File: config.mk
export PLATFORM = sky130hd
export DESIGN_NAME = fios_mm_sequencer
export DESIGN_NICKNAME = d
export VERILOG_FILES = /design/src/rtl/fios_mm_sequencer.sv
export SDC_FILE = /design/constraint.sdc
export NUM_CORES = 1
export LEC_CHECK = 0
export BUFFER_PORTS_ARGS = -buffer_cell sky130_fd_sc_hd__buf_4
export CAP_MARGIN = 20
export CORE_UTILIZATION = 34
export CTS_CLUSTER_SIZE = 25
export DETAILED_ROUTE_END_ITERATION = 10
export GPL_TIMING_DRIVEN = 1
export MAX_ROUTING_LAYER = met4
export PLACE_DENSITY = 0.7
export SLEW_MARGIN = 20
export SYNTH_ARGS = -nofsm -noshare
export SYNTH_HDL_FRONTEND = slang
export SYNTH_SLANG_ARGS = --single-unit
File: constraint.sdc
create_clock -name clock_i -period 1.7 [get_ports clock_i]
set_input_delay 0.17 -clock clock_i [delete_from_list [all_inputs] [get_ports clock_i]]
set_output_delay 0.17 -clock clock_i [all_outputs]
set_load 0.02 [all_outputs]
File: src/rtl/fios_mm_sequencer.sv
// ---------------------------------------------------------------------------
// fios_mm_sequencer
//
// Purpose:
//   Sequences one Montgomery FIOS multiplication across an expanded chain of
//   PE_NB processing elements, one PE per operand word. Every timing output
//   is decoded from a single run counter. This reproduces the chain's
//   PE_DELAY skew between neighbouring PEs exactly.
//
// Ports:
//   clock_i      in   rising-edge clock
//   reset_i      in   synchronous active-high reset; abandons an in-flight run
//   start_i      in   multiplication request, accepted only while ready_o=1
//   ready_o      out  sequencer idle, can accept start_i
//   op_valid_o   out  a b/p operand word is presented this cycle
//   word_idx_o   out  index of the operand word to present
//   a_reg_en_o   out  per-PE a-word load pulse
//   m_reg_en_o   out  per-PE m-register load pulse
//   pe_active_o  out  per-PE processing window (mux/OPMODE steering)
//   res_valid_o  out  RES of the last PE holds a result word this cycle
//   res_idx_o    out  index of the current result word
//   done_o       out  one-cycle pulse after the final result word
// ---------------------------------------------------------------------------
module fios_mm_sequencer #(
  parameter int s           = 8,
  parameter int PE_NB       = 8,
  parameter int PE_DELAY    = 10,
  parameter int M_OFFSET    = 4,
  parameter int RES_LATENCY = 90
) (
  input  logic                 clock_i,
  input  logic                 reset_i,
  input  logic                 start_i,
  output logic                 ready_o,
  output logic                 op_valid_o,
  output logic [$clog2(s)-1:0] word_idx_o,
  output logic [PE_NB-1:0]     a_reg_en_o,
  output logic [PE_NB-1:0]     m_reg_en_o,
  output logic [PE_NB-1:0]     pe_active_o,
  output logic                 res_valid_o,
  output logic [$clog2(s)-1:0] res_idx_o,
  output logic                 done_o
);

  localparam int T_END = RES_LATENCY + s;
  localparam int CW    = $clog2(T_END + 1);
  localparam int IW    = $clog2(s);

  // Parameter sanity checks. The result must not appear before the last PE
  // has loaded its m-register, otherwise the decoded windows are meaningless.
  if (PE_NB != s) begin : g_chk_pe_nb
    $error("fios_mm_sequencer: PE_NB (%0d) must equal s (%0d)", PE_NB, s);
  end
  if (M_OFFSET < 1 || M_OFFSET > PE_DELAY - 1) begin : g_chk_m_offset
    $error("fios_mm_sequencer: M_OFFSET (%0d) must be in 1..PE_DELAY-1", M_OFFSET);
  end
  if (RES_LATENCY < (PE_NB - 1) * PE_DELAY + M_OFFSET + 1) begin : g_chk_latency
    $error("fios_mm_sequencer: RES_LATENCY (%0d) must be >= %0d",
           RES_LATENCY, (PE_NB - 1) * PE_DELAY + M_OFFSET + 1);
  end

  typedef enum logic {
    IDLE = 1'b0,
    RUN  = 1'b1
  } state_t;

  state_t          r_state;
  state_t          w_nextState;
  logic [CW-1:0]   r_t;
  logic [CW-1:0]   w_nextT;
  logic            w_run;
  logic            w_atEnd;
  int              w_tInt;

  assign w_run   = (r_state == RUN);
  assign w_atEnd = (r_t == CW'(T_END));
  assign w_tInt  = int'(r_t);

  // State and run counter. A reset on any cycle, even mid-run, returns to
  // IDLE with the counter cleared, so an abandoned run never produces done.
  always_ff @(posedge clock_i) begin
    if (reset_i) begin
      r_state <= IDLE;
      r_t     <= '0;
    end else begin
      r_state <= w_nextState;
      r_t     <= w_nextT;
    end
  end

  // Next-state logic. start_i is only looked at in IDLE, so requests arriving
  // during a run are dropped rather than queued. The counter is cleared on
  // leaving RUN, so it never has to wrap.
  always_comb begin
    w_nextState = r_state;
    w_nextT     = '0;
    case (r_state)
      IDLE: begin
        if (start_i) begin
          w_nextState = RUN;
        end
      end
      RUN: begin
        if (w_atEnd) begin
          w_nextState = IDLE;
        end else begin
          w_nextT = r_t + CW'(1);
        end
      end
      default: begin
        w_nextState = IDLE;
      end
    endcase
  end

  // Output decode from registered state and counter only, with no path from
  // start_i. PE k sees the same pattern as PE 0, shifted by k*PE_DELAY.
  // Active windows of neighbouring PEs may overlap when s > PE_DELAY.
  always_comb begin
    ready_o     = !w_run;
    op_valid_o  = 1'b0;
    word_idx_o  = '0;
    a_reg_en_o  = '0;
    m_reg_en_o  = '0;
    pe_active_o = '0;
    res_valid_o = 1'b0;
    res_idx_o   = '0;
    done_o      = 1'b0;
    if (w_run) begin
      if (w_tInt < s) begin
        op_valid_o = 1'b1;
        word_idx_o = r_t[IW-1:0];
      end
      for (int k = 0; k < PE_NB; k++) begin
        a_reg_en_o[k]  = (w_tInt == k * PE_DELAY);
        m_reg_en_o[k]  = (w_tInt == k * PE_DELAY + M_OFFSET);
        pe_active_o[k] = (w_tInt >= k * PE_DELAY) && (w_tInt < k * PE_DELAY + s);
      end
      if (w_tInt >= RES_LATENCY && w_tInt < T_END) begin
        res_valid_o = 1'b1;
        res_idx_o   = IW'(w_tInt - RES_LATENCY);
      end
      done_o = w_atEnd;
    end
  end

endmodule

==> impl_metrics.json, run 1 <==
{
  "ant_nets": 0,
  "critPathRequiredTime_ns": 1.53,
  "synth_top_flop_cell": "dfxtp_1",
  "grt_pass1_vias": 1005,
  "r2r_end": "r_t[6]$_SDFF_PP0_",
  "muxShareOfSynthArea_pct": 0,
  "crit_path_max_incr_delay_ns": 0.39,
  "synth-compound-area-share_pct": 11.5,
  "crit_chain": "buf_4, ha_4, nand4b_1, a211oi_2, buf_4",
  "start_util_pct": 36.8,
  "synth_top_area_cell": "dfxtp_1",
  "ys_async_sr_fraction_pct": 0,
  "dp_hpwl_um": 2050,
  "avgSynthCellArea_sq_um": 7.16,
  "ff2ff_setup_slack_ns": 0.36,
  "dpl-instance-area_sq_um": 1230,
  "syn2layout_area_growth_pct": 81.5,
  "syn_nets": 126,
  "hold_ws_ns": 0.0828,
  "min_path_type": "in -> reg",
  "synth_cell_type_count": 35,
  "worstHoldStart": "reset_i",
  "netlist_instances": 117,
  "period_share_pct": 102,
  "finClkSkew_ns": 0.00485,
  "worst_slack_ns": -0.0308,
  "drc": 0,
  "ys_seq_area_share_pct": 19.1,
  "dp_cells": 189,
  "wl_per_cell_um": 16.2,
  "synth_area_sq_um": 838,
  "yosysMostFrequentCell": "nor2_1",
  "cts_tree": "yes",
  "criticalPathCategory": "reg -> out",
  "clock_path_buffers": 2,
  "grt-ovfl-total": 0,
  "r2r.worst_path.cells": 5,
  "peakVddDrop_mv": 0.383,
  "num_vias": 1097,
  "drt_iter0_markers": 19,
  "crit_fanout": 6,
  "synth-xor-area-share_pct": 5.22,
  "failed_checks": "setup timing",
  "holdPathStages": 2,
  "fmax_ghz": 0.578,
  "fp.dieH_um": 51.7,
  "ctsRootBufferMaster": "clkbuf_4",
  "synth_common_cells": "16 x nor2_1, 10 x nor3_1, 9 x nand3_1, 8 x dfxtp_1, 8 x nand2_1",
  "utilization_pct": 66.8,
  "synth_fa_ha_area_share_pct": 8.96,
  "worstHoldEndpoint": "r_state$_SDFF_PP0_",
  "path_clk_slew_ns": 0.06,
  "yosysWarnings": 0,
  "rsz0062_at_grt": "yes",
  "nets": 181,
  "cp-start-kind": "flop",
  "fp.dieW_um": 51.7,
  "grt_pass1_wl_um": 4770,
  "crit_top_cell": "buf_4",
  "port_buffers": 36,
  "crit_start": "r_t[1]$_SDFF_PP0_",
  "fillCellCount": 187,
  "antenna_found_initial": 0,
  "synth_top_family_by_area": "simple AND/OR/NAND/NOR gates",
  "ys_seq_elements": 8,
  "dieArea_sq_um": 2670,
  "slew_violations": 0,
  "setup_viol": 5,
  "grtUsageTotal_pct": 24.1,
  "yosys-top-cells-area": "dfxtp_1 19%, ha_1 9.0%, nor2_1 7.2%, nor3_1 6.0%, nand3_1 5.4%",
  "vias_per_cell": 5.54,
  "layout-drive-gt1-share_pct": 63.5,
  "grt_start_max_net_pins": 12,
  "p_per_area_nw_per_um2": 293,
  "htreeDepth": 1,
  "io_pins": 37,
  "finalNonFillerCells": 198,
  "gp_congestion": 0.930,
  "postLayoutCellArea_sq_um": 1520,
  "drv_cap": 0,
  "num_antenna_cells": 0,
  "coreArea_sq_um": 2280,
  "synth_edf_count": 0,
  "clock-sinks": 8,
  "r2r-start": "r_t[0]$_SDFF_PP0_",
  "cts_made_buffers": 3,
  "relSlewSlack_pct": 81.4,
  "yosys.area_share.simple_pct": 46.6,
  "pre_cts_slack_ns": 0.0762,
  "finalHoldViolations": 0,
  "leakage_nw": 0.622,
  "status": "finished, violations left",
  "synth_top_area_share_pct": 19.1,
  "rows": 17,
  "post-route-min-period_ns": 1.73,
  "tightestPinTransition_ns": 0.277,
  "clock_latency_ns": 0.25,
  "slowest_stage": "dfxtp_4",
  "arrival_ns": 1.56,
  "routed_wl_um": 3220,
  "first_pass_iters": 4,
  "end_kind": "output pin"
}
==> state kept, by name, summed over array words and instances, names as in the netlist <==
register  count
r_state       1
r_t           7
==> report_power, final <==
part           switching, mW  leakage [nW]  internal, mW
clock network         0.0677        0.0138        0.0810
registers            0.00761        0.0698         0.186
logic                 0.0533         0.539        0.0498
==> cell families (layout without fill, tap and decap cells) <==
logic type,after synthesis,in the layout
AO/OA/AOI/OAI,14,14
XOR/XNOR,5,5
adder cells (fa/ha/maj),6,6
buffers and inverters,15,68
flip-flops,8,8
AND/OR/NAND/NOR,69,69
==> placed cells by master (no fill, tap or decap), drive strengths merged, types with 2 or more instances in the layout <==
cell / count
inv: 5
ha: 6
xor2: 2
nand2: 8
or3: 4
and3: 4
xnor2: 3
nor2: 16
o21ai: 2
nand4: 2
nor3: 11
a211o: 2
clkbuf: 4
nand3: 9
buf: 58
dfxtp: 8
nand2b: 2
nor3b: 2
a21oi: 4
nor4: 2
nand3b: 2
a211oi: 4
==> per-layer routing <==
metal / part of all wire (%) / global-route usage [%]
met1: 42 / 30.9
met2: 52 / 40.5
met3: 5.9 / 3.80
met4: 0.78 / 4.05
met5: 0 / -
==> repair_timing <==
| item | 4_1_cts | 5_1_grt |
|---|---|---|
| gates resized for setup | 32 | 25 |
| setup buffers | 4 | 3 |
| pin swaps | 7 | 7 |
| endpoints found under the setup margin | 19 | 27 |
| hold buffers | 0 | 0 |
==> worst max-delay path, delay by kind of cell (launching register included) <==
kind | cells | cell delay, ns
AOI/OAI and AO/OA | 1 | 0.27
DFF | 1 | 0.39
and+or+nand+nor | 1 | 0.12
adders and majority gates | 1 | 0.17
buffers and inverters | 2 | 0.35
==> per-stage QoR <==
stage / power [mW] / TNS, ns
after floorplan: 0.243 / -0.161
after global placement: 0.280 / 0
after detailed placement: 0.281 / 0
after CTS: 0.433 / -0.0633
after global routing: 0.483 / -1.08
final: 0.445 / -0.0926
==> worst max path at each step <==
stage / to / cells after the start
4_1_cts: res_idx_o[0] / 6
3_3_place_gp: pe_active_o[3] / 5
2_1_floorplan: res_idx_o[1] / 4
3_5_place_dp: res_idx_o[0] / 5
5_1_grt: res_idx_o[2] / 6
6_report: pe_active_o[3] / 5
==> area by class of cell <==
cell class	instances	area, sq um	area share [%]
well taps	28	35.0	2.30
repair buffers	59	463	30.4
inverters	6	31.3	2.06
flip-flops and latches	8	180	11.8
clock buffers	3	22.5	1.48
multi-input cells	94	790	51.9
Power figures use the tool's default switching activity.
==> inputs of run 2 (changes only) <==
Settings changed: CELL_PAD_IN_SITES_DETAIL_PLACEMENT from default to 1, CELL_PAD_IN_SITES_GLOBAL_PLACEMENT from default to 1, CORE_UTILIZATION 34 to 32, PLACE_DENSITY 0.7 to 0.88, SLEW_MARGIN 20 to 15.
==> run 2 against run 1 <==
Against the previous run:
- critical endpoint is now res_idx_o[2]
- maximum frequency fell by 4.5%
- utilization fell by 4.9 points
- sequential power barely moved
- clock power rose by 11%
- combinational power fell by 7%
- largest power group unchanged
- first-iteration DRC count fell by 58%
- cell area rose by 0.82%
- critical path depth did not move
- setup slack got worse by 0.082 ns
- largest cell class unchanged
- the run still ends with setup timing left
- register-to-register slack got worse by 0.09 ns
- global-route usage rose by 1.5 points
- count of clock-buffer cells in the layout did not move
==> impl_metrics.json, run 2 (same netlist as run 1, synthesis figures left out) <==
{
  "first_pass_iters": 2,
  "port_buffers": 36,
  "drv_cap": 0,
  "dpl-instance-area_sq_um": 1210,
  "met1_length_um": 1520,
  "clock-sinks": 8,
  "status": "finished, violations left",
  "fp.dieW_um": 53.2,
  "io_pins": 37,
  "criticalPathCategory": "reg -> out",
  "postLayoutCellArea_sq_um": 1530,
  "routed_wl_um": 3680,
  "clock_latency_ns": 0.28,
  "leakage_nw": 0.631,
  "cts_tree": "yes",
  "grt_pass1_wl_um": 4890,
  "worst_slack_ns": -0.113,
  "layout-drive-gt1-share_pct": 60.9,
  "power_frac_seq_pct": 42.1,
  "cp-endpoint": "res_idx_o[2]",
  "dieArea_sq_um": 2830,
  "grtUsageTotal_pct": 25.7,
  "num_antenna_cells": 0,
  "grt_start_max_net_pins": 13,
  "finClkSkew_ns": 0.0180,
  "routed.top_layer": "met4",
  "crit_start": "r_t[1]$_SDFF_PP0_",
  "post-route-min-period_ns": 1.81,
  "end_kind": "output pin",
  "finalNonFillerCells": 199,
  "combPwrFrac_pct": 21.4,
  "p_per_area_nw_per_um2": 294,
  "finalHoldViolations": 0,
  "pwr-share-clk_pct": 36.5,
  "clock_path_buffers": 2,
  "path_clk_slew_ns": 0.07,
  "period_share_pct": 107,
  "wl_met3_um": 112,
  "num_vias": 1081,
  "nets": 180,
  "top_regs": "r_t x7, r_state x1",
  "failed_checks": "setup timing",
  "start_util_pct": 33.8,
  "ctsRootBufferMaster": "clkbuf_4",
  "switching_share_pct": 31.5,
  "rows": 18,
  "vias_per_cell": 5.43,
  "coreArea_sq_um": 2480,
  "cp-start-kind": "flop",
  "r2r-start": "r_t[1]$_SDFF_PP0_",
  "layout_commonest_cell": "buf_4",
  "min_path_type": "in -> reg",
  "wl_met2_um": 1970,
  "peakVddDrop_mv": 0.342,
  "syn2layout_area_growth_pct": 83.0,
  "ff2ff_setup_slack_ns": 0.27,
  "critPathRequiredTime_ns": 1.53,
  "arrival_ns": 1.64,
  "layout_common_cells": "45 x buf_4, 15 x nor2_1, 13 x buf_6, 8 x nand3_1",
  "dp_cells": 188,
  "largest_register_ffs": 7,
  "tightestPinTransition_ns": 0.322,
  "drc": 0,
  "antenna_found_initial": 0,
  "top_register": "r_t",
  "relSlewSlack_pct": 78.3,
  "rsz0062_at_grt": "yes",
  "r2r_end": "r_t[6]$_SDFF_PP0_",
  "r2r.worst_path.cells": 5,
  "gp_congestion": 0.882,
  "grt-ovfl-total": 0,
  "crit_fanout": 4,
  "slew_violations": 0,
  "htreeDepth": 1,
  "cts_made_buffers": 3,
  "drt_iter0_markers": 8,
  "ctsHoldBuffers": 0,
  "fp.dieH_um": 53.2,
  "p_switching_mw": 0.142,
  "grt_pass1_vias": 996,
  "power.internal_mw": 0.309,
  "wl_per_cell_um": 18.5,
  "fmax_ghz": 0.552,
  "dp_hpwl_um": 2270,
  "setup_viol": 14,
  "ant_nets": 0
}
==> run 2: changes by cell type in the layout (fill, tap and decap cells not counted), sizes merged <==
| cell | before | now |
|---|---|---|
| inv | 5 | 6 |
| clkbuf | 4 | 3 |
| clkinvlp | 1 | 0 |
==> run 2: routing by layer <==
layer	track usage (%)	up-vias
met4	12.7	0
met5	-	-
met1	30.9	522
met2	43.0	29
met3	1.72	7
li1	-	523
==> run 2: worst max-delay path, cell delays in order (launching register included) <==
cell      delay (ns)
dfxtp_4         0.39
inv_4           0.05
ha_4            0.17
a211o_4         0.36
a211oi_2        0.22
buf_4           0.17
==> run 2: per-stage QoR <==
step	total power [mW]	hold WS, ns	setup WS [ns]	setup TNS, ns	util, %
2_1_floorplan	0.243	0.249	-0.0805	-0.161	-
3_3_place_gp	0.273	0.347	0.134	0	48.9
3_5_place_dp	0.275	0.361	0.0797	0	48.9
4_1_cts	0.446	0.0661	-0.102	-0.416	56.2
5_1_grt	0.462	0.0828	-0.142	-1.37	61.9
6_report	0.451	0.0736	-0.113	-0.768	61.9
==> run 2: final cells by class <==
cell class	instances	area, sq um
well taps	30	37.5
fillers	304	943
repair buffers	58	484
flip-flops and latches	8	184
clock buffers	3	22.5
multi-input cells	94	776
inverters	6	30.0
==> run 2: worst min path at each step <==
stage | cells past startpoint | to | startpoint
6_report | 2 | r_state$_SDFF_PP0_ | reset_i
3_5_place_dp | 2 | r_state$_SDFF_PP0_ | reset_i
3_3_place_gp | 2 | r_state$_SDFF_PP0_ | reset_i
5_1_grt | 2 | r_state$_SDFF_PP0_ | reset_i
4_1_cts | 2 | r_state$_SDFF_PP0_ | reset_i
2_1_floorplan | 1 | r_state$_SDFF_PP0_ | reset_i
==> run 2: timing repair <==
item | CTS | global route
resized for setup | 36 | 26
setup endpoints to repair | 21 | 23
pin swaps | 9 | 7
setup buffers | 3 | 5
==> run 2: power groups by stage <==
stage / clock network (mW) / registers [mW] / logic [mW]
6_report: 0.165 / 0.190 / 0.0963
5_1_grt: 0.170 / 0.190 / 0.102
4_1_cts: 0.163 / 0.196 / 0.0863
3_5_place_dp: 0 / 0.200 / 0.0748
3_3_place_gp: 0 / 0.200 / 0.0726
2_1_floorplan: 0 / 0.198 / 0.0442
==> inputs of run 3 (changes only) <==
Settings changed: SETUP_SLACK_MARGIN from default to 0.02.
==> run 3 against run 2 <==
Against the previous run:
- the run still ends with setup timing left
- hold slack worse by 0.0026 ns
- sequential power is essentially flat
- total power grew 3.5%
- flip-flop and latch count stayed put
- register-to-register slack lost 0.02 ns
- cell area is 4.4% higher
- non-clock buffer count rose by 3
- count of clock-buffer cells in the layout is the same
- combinational power rose by 7%
- largest cell class unchanged
- utilization rose by 2.7 points
- die area stayed put
- wire length up 9.5%
==> impl_metrics.json, run 3 (same netlist as run 1, synthesis figures left out) <==
{
  "status": "finished, violations left",
  "failed_checks": "setup timing",
  "power_frac_seq_pct": 40.9,
  "crit_family": "compound AO/OA/AOI/OAI gates",
  "post-route-min-period_ns": 1.86,
  "cp-endpoint": "res_idx_o[2]",
  "cts_made_buffers": 3,
  "cts_tree": "yes",
  "relSlewSlack_pct": 79.4,
  "crit_start": "r_t[2]$_SDFF_PP0_",
  "dieArea_sq_um": 2830,
  "crit_chain": "inv_4, ha_4, nand2b_4, a211o_4, a211oi_2, buf_4",
  "ant_nets": 0,
  "crit_buf_inv": 2,
  "num_vias": 1119,
  "setup_viol": 15,
  "layout-drive-gt1-share_pct": 63.4,
  "layout_common_cells": "45 x buf_4, 15 x nor2_1, 15 x buf_6, 8 x nand3_1, 7 x nor3_2",
  "multi_input_area_sq_um": 806,
  "cp.depth": 6,
  "seq_area_sq_um": 184,
  "vias_per_cell": 5.54,
  "r2r-start": "r_t[2]$_SDFF_PP0_",
  "min_path_type": "in -> reg",
  "grt-ovfl-total": 0,
  "fmax_ghz": 0.537,
  "drv_cap": 0,
  "cp-start-kind": "flop",
  "crit_fanout": 3,
  "finalHoldViolations": 0,
  "peakVddDrop_mv": 0.623,
  "ctsHoldBuffers": 0,
  "ctsRootBufferMaster": "clkbuf_4",
  "io_pins": 37,
  "rsz0062_at_grt": "yes",
  "p_switching_mw": 0.155,
  "slew_violations": 0,
  "clock-sinks": 8,
  "layout_commonest_cell": "buf_4",
  "routed_wl_um": 4020,
  "r2r_end": "r_t[4]$_SDFF_PP0_",
  "clock_latency_ns": 0.29,
  "switching_share_pct": 33.2,
  "grt_start_max_net_pins": 13,
  "worst_slack_ns": -0.161,
  "first_pass_iters": 4,
  "power.internal_mw": 0.312,
  "syn2layout_area_growth_pct": 91.0,
  "pwr-share-clk_pct": 37.2,
  "hold_ws_ns": 0.0710,
  "slowest_stage": "a211o_4",
  "fp.dieW_um": 53.2,
  "finClkSkew_ns": 0.0134,
  "largest_register_ffs": 7,
  "ff2ff_setup_slack_ns": 0.25,
  "path_clk_slew_ns": 0.07,
  "coreArea_sq_um": 2480,
  "top_regs": "r_t x7, r_state x1",
  "rows": 18,
  "fillCellCount": 301,
  "crit_path_max_incr_delay_ns": 0.35,
  "leakage_nw": 0.648,
  "port_buffers": 36,
  "num_antenna_cells": 0,
  "grt_pass1_vias": 991,
  "clock_path_buffers": 2,
  "p_per_area_nw_per_um2": 291,
  "critPathRequiredTime_ns": 1.53,
  "total_power_mw": 0.467,
  "top_register": "r_t",
  "drc": 0,
  "gp_congestion": 0.882,
  "wl_per_cell_um": 19.9,
  "tightestPinTransition_ns": 0.309,
  "htreeDepth": 1,
  "combPwrFrac_pct": 22.0,
  "criticalPathCategory": "reg -> out",
  "fp.dieH_um": 53.2,
  "drt_iter0_markers": 16,
  "r2r.worst_path.cells": 9,
  "end_kind": "output pin",
  "arrival_ns": 1.69,
  "period_share_pct": 109,
  "grt_pass1_wl_um": 4910,
  "nets": 183,
  "dp_hpwl_um": 2270,
  "antenna_found_initial": 0,
  "grtUsageTotal_pct": 25.8,
  "start_util_pct": 33.8
}
-- run 3: changes by cell type in the layout (fill, tap and decap cells not counted), sizes merged --
cell / before / now
buf: 58 / 61
-- run 3: layout make-up --
cell class	instances	share of cell area, %
tap	30	2.34
multi-input combinational	94	50.3
timing repair buffer	61	32.6
sequential	8	11.5
clock buffer	3	1.41
inverter	6	1.87
-- run 3: metrics by stage --
step | worst slack, ns | cells | setup TNS [ns] | instance area [sq um] | util (%)
floorplan | -0.0805 | 117 | -0.161 | 848 | -
global placement | 0.134 | 188 | 0 | 1210 | 48.9
detailed placement | 0.0797 | 188 | 0 | 1210 | 48.9
CTS | -0.102 | 194 | -0.417 | 1400 | 56.7
global route | -0.209 | 202 | -1.56 | 1600 | 64.6
finish | -0.161 | 202 | -0.973 | 1600 | 64.6
-- run 3: worst reg2reg max path, cell delays in order, from the launching register on --
cell and delay, ns:
dfxtp_2 0.34, inv_4 0.08, ha_4 0.15, nand2b_4 0.07, buf_6 0.12, buf_6 0.11
buf_4 0.12, o21ai_1 0.11, buf_4 0.17, nor2_1 0.06
-- run 3: per-layer routing --
layer	vias to the layer above	track usage [%]	wire, um
met4	0	12.7	155
met1	531	31.2	1600
met2	50	43.0	2100
li1	524	-	-
met5	-	-	0
met3	14	1.72	163
-- run 3: worst min-delay path by stage --
| stage | to | startpoint | depth (start not counted) |
|---|---|---|---|
| after detailed placement | r_state$_SDFF_PP0_ | reset_i | 2 |
| final | r_state$_SDFF_PP0_ | reset_i | 2 |
| after floorplan | r_state$_SDFF_PP0_ | reset_i | 1 |
| after CTS | r_state$_SDFF_PP0_ | reset_i | 2 |
| after global routing | r_state$_SDFF_PP0_ | reset_i | 2 |
| after global placement | r_state$_SDFF_PP0_ | reset_i | 2 |
-- run 3: power by group through the flow --
| stage | Combinational [mW] | Clock, mW | Sequential [mW] |
|---|---|---|---|
| 4_1_cts | 0.0877 | 0.163 | 0.195 |
| 3_5_place_dp | 0.0748 | 0 | 0.200 |
| 2_1_floorplan | 0.0442 | 0 | 0.198 |
| 3_3_place_gp | 0.0726 | 0 | 0.200 |
| 5_1_grt | 0.107 | 0.179 | 0.191 |
| 6_report | 0.103 | 0.173 | 0.191 |
-- run 3: repair_timing --
action,CTS,global route
endpoints found under the setup margin,23,25
pin swaps,10,10
setup buffers,3,8
gates resized for setup,39,32
